**config.mk**
```make
export PLATFORM = sky130hd
export DESIGN_NAME = adc_spi_master
export DESIGN_NICKNAME = d
export VERILOG_FILES = /design/src/rtl/adc_spi_master.sv
export SDC_FILE = /design/constraint.sdc
export NUM_CORES = 1
export LEC_CHECK = 0
export CAP_MARGIN = 20
export CORE_MARGIN = 2
export CORE_UTILIZATION = 40
export DETAILED_ROUTE_END_ITERATION = 6
export GPL_ROUTABILITY_DRIVEN = 0
export GPL_TIMING_DRIVEN = 0
export PLACE_DENSITY_LB_ADDON = 0.12
export SYNTH_ARGS = -nofsm -noshare
export SYNTH_HDL_FRONTEND = slang
export SYNTH_SLANG_ARGS = --single-unit
```
**constraint.sdc**
```tcl
create_clock -name clk -period 2.05 [get_ports clk]
set_input_delay 0.205 -clock clk [delete_from_list [all_inputs] [get_ports clk]]
set_output_delay 0.205 -clock clk [all_outputs]
set_load 0.05 [all_outputs]
```
**src/rtl/adc_spi_master.sv**
```systemverilog
// Three-wire SPI master for the ADC configuration path (mode 0, SDIO turnaround on reads).
// Define ADC_SPI_LOOPBACK_EN to loop the driven SDIO bit back into the capture path.
module adc_spi_master #(
  parameter int MOSI_DATA_WIDTH = 24,
  parameter int MISO_DATA_WIDTH = 8,
  parameter int CLK_DIV         = 4,
  parameter int CS_SETUP        = 2,
  parameter int CS_HOLD         = 2
) (
  input  logic                       clk,
  input  logic                       rst_n,
  input  logic                       i_spi_wr_cmd,
  input  logic                       i_spi_rd_cmd,
  input  logic [MOSI_DATA_WIDTH-1:0] i_spi_wr_data,
  output logic [MISO_DATA_WIDTH-1:0] o_spi_rd_data,
  output logic                       o_spi_busy,
  output logic                       o_spi_done,
  output logic                       o_spi_sclk,
  output logic                       o_spi_csb,
  output logic                       o_spi_sdio_o,
  output logic                       o_spi_sdio_t,
  input  logic                       i_spi_sdio_i
);

  localparam int W    = MOSI_DATA_WIDTH;
  localparam int M    = MISO_DATA_WIDTH;
  localparam int C1   = (CS_SETUP > CLK_DIV) ? CS_SETUP : CLK_DIV;
  localparam int CMAX = (C1 > CS_HOLD) ? C1 : CS_HOLD;
  localparam int CW   = (CMAX > 1) ? $clog2(CMAX) : 1;
  localparam int BW   = $clog2(W);

  typedef enum logic [2:0] {
    S_IDLE,
    S_CS_SETUP,
    S_SHIFT,
    S_CS_HOLD,
    S_DONE
  } state_t;

  state_t         state, state_nx;
  logic [CW-1:0]  cnt, cnt_nx;
  logic [BW-1:0]  bit_cnt, bit_cnt_nx;
  logic [W-1:0]   shreg, shreg_nx;
  logic [M-1:0]   cap, cap_nx;
  logic [M-1:0]   rd_data, rd_data_nx;
  logic           is_rd, is_rd_nx;
  logic           sclk, sclk_nx;
  logic           csb, csb_nx;
  logic           sdio_o, sdio_o_nx;
  logic           sdio_t, sdio_t_nx;
  logic           busy, busy_nx;
  logic           done, done_nx;
  logic           sample;

`ifdef ADC_SPI_LOOPBACK_EN
  assign sample = sdio_o & (i_spi_sdio_i | 1'b1);
`else
  assign sample = i_spi_sdio_i;
`endif

  always_ff @(posedge clk or negedge rst_n) begin
    if (!rst_n) begin
      state   <= S_IDLE;
      cnt     <= '0;
      bit_cnt <= '0;
      shreg   <= '0;
      cap     <= '0;
      rd_data <= '0;
      is_rd   <= 1'b0;
      sclk    <= 1'b0;
      csb     <= 1'b1;
      sdio_o  <= 1'b0;
      sdio_t  <= 1'b1;
      busy    <= 1'b0;
      done    <= 1'b0;
    end else begin
      state   <= state_nx;
      cnt     <= cnt_nx;
      bit_cnt <= bit_cnt_nx;
      shreg   <= shreg_nx;
      cap     <= cap_nx;
      rd_data <= rd_data_nx;
      is_rd   <= is_rd_nx;
      sclk    <= sclk_nx;
      csb     <= csb_nx;
      sdio_o  <= sdio_o_nx;
      sdio_t  <= sdio_t_nx;
      busy    <= busy_nx;
      done    <= done_nx;
    end
  end

  always_comb begin
    state_nx   = state;
    cnt_nx     = cnt;
    bit_cnt_nx = bit_cnt;
    shreg_nx   = shreg;
    cap_nx     = cap;
    rd_data_nx = rd_data;
    is_rd_nx   = is_rd;
    sclk_nx    = sclk;
    csb_nx     = csb;
    sdio_o_nx  = sdio_o;
    sdio_t_nx  = sdio_t;
    busy_nx    = busy;
    done_nx    = 1'b0;
    unique case (state)
      S_IDLE: begin
        if (i_spi_wr_cmd | i_spi_rd_cmd) begin
          state_nx  = S_CS_SETUP;
          cnt_nx    = '0;
          is_rd_nx  = i_spi_rd_cmd;
          // Direction bit is owned by the command, not the data word
          shreg_nx  = {i_spi_rd_cmd, i_spi_wr_data[W-2:0]};
          cap_nx    = '0;
          busy_nx   = 1'b1;
          csb_nx    = 1'b0;
          sdio_o_nx = i_spi_rd_cmd;
          sdio_t_nx = 1'b0;
        end
      end
      S_CS_SETUP: begin
        if (cnt == CW'(CS_SETUP - 1)) begin
          state_nx   = S_SHIFT;
          cnt_nx     = '0;
          bit_cnt_nx = BW'(W - 1);
        end else begin
          cnt_nx = cnt + CW'(1);
        end
      end
      S_SHIFT: begin
        if (cnt != CW'(CLK_DIV - 1)) begin
          cnt_nx = cnt + CW'(1);
        end else begin
          cnt_nx = '0;
          if (!sclk) begin
            sclk_nx = 1'b1;
            cap_nx  = {cap[M-2:0], sample};
          end else begin
            sclk_nx = 1'b0;
            if (bit_cnt == '0) begin
              state_nx  = S_CS_HOLD;
              sdio_o_nx = 1'b0;
            end else begin
              bit_cnt_nx = bit_cnt - BW'(1);
              shreg_nx   = {shreg[W-2:0], 1'b0};
              sdio_o_nx  = shreg[W-2];
              // Release the pad as the read data phase begins
              if (is_rd && bit_cnt == BW'(M))
                sdio_t_nx = 1'b1;
`ifndef ADC_SPI_LOOPBACK_EN
              if (is_rd && bit_cnt <= BW'(M))
                sdio_o_nx = 1'b0;
`endif
            end
          end
        end
      end
      S_CS_HOLD: begin
        if (cnt == CW'(CS_HOLD - 1)) begin
          state_nx  = S_DONE;
          cnt_nx    = '0;
          csb_nx    = 1'b1;
          done_nx   = 1'b1;
          sdio_t_nx = 1'b1;
          if (is_rd)
            rd_data_nx = cap;
        end else begin
          cnt_nx = cnt + CW'(1);
        end
      end
      S_DONE: begin
        state_nx = S_IDLE;
        busy_nx  = 1'b0;
      end
      default: state_nx = S_IDLE;
    endcase
  end

  assign o_spi_rd_data = rd_data;
  assign o_spi_busy    = busy;
  assign o_spi_done    = done;
  assign o_spi_sclk    = sclk;
  assign o_spi_csb     = csb;
  assign o_spi_sdio_o  = sdio_o;
  assign o_spi_sdio_t  = sdio_t;

endmodule
```
==> impl_metrics.env <==
export IMPL_cts_clk_slew_worst_paths_ps=110
export IMPL_synth_ff_latch_count=56
export IMPL_register_area_sq_um=1400
export IMPL_critical_path_class="register to register"
export IMPL_initial_core_util_pct=41.0
export IMPL_ant_nets=0
export IMPL_syn_nets=256
export IMPL_post_route_drc_count=0
export IMPL_synth_edf_count=0
export IMPL_yosys_top_cells_area="dfrtp_1 (49%), mux2_2 (13%), mux2_4 (11%)"
export IMPL_clkSinkCount=56
export IMPL_wl_per_cell_um=14.1
export IMPL_endpoint_kind="register"
export IMPL_core_region_area_sq_um=6760
export IMPL_required_ps=2250
export IMPL_rows=30
export IMPL_drt_iter0_markers=81
export IMPL_h_tree_depth=2
export IMPL_period_minus_slack_ps=1980
export IMPL_multiInputGateArea_sq_um=1260
export IMPL_dp_cells=345
export IMPL_final_hold_viol_count=0
export IMPL_ys_flop_type="dfrtp_1"
export IMPL_diodes=0
export IMPL_min_period_over_period_pct=96.8
export IMPL_ys_warnings_count=0
export IMPL_routed_top_layer="met4"
export IMPL_die_w_um=87.2
export IMPL_numCtsBuffers=5
export IMPL_nNetsFinal=309
export IMPL_leakage_nw=1.63
export IMPL_syn_avg_cell_area_sq_um=12.4
export IMPL_die_area_sq_um=7610
export IMPL_clockRootBuffer="clkbuf_8"
export IMPL_cp_max_fo=10
export IMPL_cts_max_path_buffers=2
export IMPL_fin_skew_ps=9.57
export IMPL_vias=1810
export IMPL_min_path_type="primary input to async pin"
export IMPL_antenna_found_initial=0
export IMPL_worstPathArrival_ps=2180
export IMPL_drtPass1Iterations=4
export IMPL_cts_tree="built"
export IMPL_tightest_slew_ps=646
export IMPL_slew_headroom_pct=56.9
export IMPL_grt_pass1_wl_mm=8.58
export IMPL_syn_to_final_growth_pct=24.0
export IMPL_grt_max_degree=31
export IMPL_synth_area_sq_um=2770
export IMPL_wl_met3_um=234
export IMPL_dp_hpwl_mm=3.51
export IMPL_tns_ps=0
export IMPL_grt_pass1_vias=1760
export IMPL_cp_start_kind="register"
export IMPL_report_final_slew_viol_count=0
export IMPL_setup_violations_final=0
export IMPL_syn_inst=223
export IMPL_synth_most_common_cell="dfrtp_1"
export IMPL_cap_violations=0
export IMPL_grt_use_total_pct=14.6
export IMPL_synth_largest_area_cell="dfrtp_1"
export IMPL_port_buffer_count=41
export IMPL_chipHeight_um=87.2
export IMPL_dr_wl_met2_mm=2.30
export IMPL_max_vdd_ir_drop_mv=0.245
export IMPL_top_level_ports=43
export IMPL_insertion_delay_ps=310
export IMPL_overflow=0
export IMPL_wl_met1_mm=2.45
export IMPL_fillers=623
export IMPL_via_per_inst=5.07
export IMPL_yosys_cell_types_count=45
export IMPL_final_cells=357
export IMPL_status="finished, final reports clean"
export IMPL_drt_wl_total_mm=5.05
export IMPL_max_freq_mhz=504
export IMPL_p_per_area_nw_per_um2=566
export IMPL_synth_common_cells="dfrtp_1 (54), mux2_2 (33), nand2_1 (25), mux2_4 (20)"
export IMPL_synth_top_area_share_pct=48.8
export IMPL_async_reset_ff_share_pct=100
export IMPL_drive_above_1_share_pct=30.3
export IMPL_yosysSeqAreaShare_pct=50.7
-- metrics by stage --
stage	hold WS, ps	util (%)	power, mW	setup WS [ps]	cell area [sq um]
after floorplan	-90.6	-	1.24	145	2770
after global routing	459	50.9	2.05	-1.03	3440
after CTS	454	50.5	1.98	21.7	3410
after global placement	471	48.6	1.32	-1040	3280
after detailed placement	274	48.8	1.33	-45.4	3300
final	434	50.9	1.95	66.4	3440
-- per-layer routing --
| layer | up-vias | global-route usage (%) |
|---|---|---|
| li1 | 897 | - |
| met1 | 866 | 20.4 |
| met2 | 43 | 22.1 |
| met3 | 4 | 3.70 |
| met4 | 0 | 5.03 |
| met5 | - | 0 |
-- state kept, by name, indices dropped and copies added (netlist names), 2 cells and up --
name / count
cnt: 2
state: 3
shreg: 23
bit_cnt: 5
cap: 8
o_spi_rd_data: 8
-- critical path, stage by stage, from the launching register on --
cell and delay, ps:
dfrtp_1 390, inv_1 70, ha_2 190, or4b_4 500, nand3_2 100, a21o_4 170, buf_12 150, mux2_4 300
-- logic make-up after synthesis --
family          Yosys count  share of synthesized area, %
fa+ha+maj                 5                          2.17
simple gates             55                          10.0
mux                      53                          24.2
flops                    56                          50.7
compound gates           35                          8.08
buf+inv                  17                          4.20
xor+xnor                  2                         0.632
-- power by group --
part,total [mW],leakage [nW],internal [mW],switching [mW]
clock network,0.640,0.0452,0.250,0.390
registers,1.15,0.700,1.13,0.0183
logic,0.152,0.886,0.101,0.0519
total,1.95,1.63,1.49,0.460
-- area by class of cell --
type | count | share of cell area [%]
plain buffers | 9 | 2.51
multi-input cells | 150 | 36.8
clock inverters | 3 | 0.728
repair buffers | 46 | 13.3
flip-flops and latches | 56 | 40.9
well taps | 80 | 2.91
inverters | 8 | 0.874
clock buffers | 5 | 2.00
-- layout by cell type (no fill, tap or decap), types with 2 or more instances in the layout --
master / n
mux2_2: 33
mux2_4: 20
buf_2: 2
nor2_1: 11
inv_1: 8
clkdlybuf4s50_1: 40
nor3_1: 3
clkbuf_1: 2
ha_1: 3
buf_12: 3
inv_6: 2
o21ai_0: 10
nand2_1: 24
o22ai_1: 3
buf_4: 6
dfstp_2: 2
a21oi_1: 11
dfrtp_1: 54
nand2b_1: 3
clkbuf_8: 5
-- path summary, 6_finish.rpt --
path | to | start | cells after the start | slack [ps]
max | shreg[5]$_DFFE_PN0P_ | bit_cnt[0]$_DFFE_PN0P_ | 7 | 70
min | o_spi_rd_data[6]$_DFFE_PN0P_ | rst_n | 2 | 430
max reg2reg | shreg[5]$_DFFE_PN0P_ | bit_cnt[0]$_DFFE_PN0P_ | 7 | 70
min reg2reg | cap[7]$_DFFE_PN0P_ | cap[7]$_DFFE_PN0P_ | 2 | 490
max in group asynchronous | o_spi_sdio_t$_DFFE_PN1P_ | rst_n | 3 | 960
min in group clk | cap[0]$_DFFE_PN0P_ | i_spi_sdio_i | 3 | 460
-- what timing repair did --
action / 4_1_cts / 5_1_grt
endpoints found under the hold margin: 26 / 0
setup buffers: 1 / 2
cloned: 0 / 0
setup endpoints to repair: 18 / 29
resized for setup: 1 / 3
hold buffers: 1 / 0
pin swaps: 0 / 1
Power figures use the tool's default switching activity.
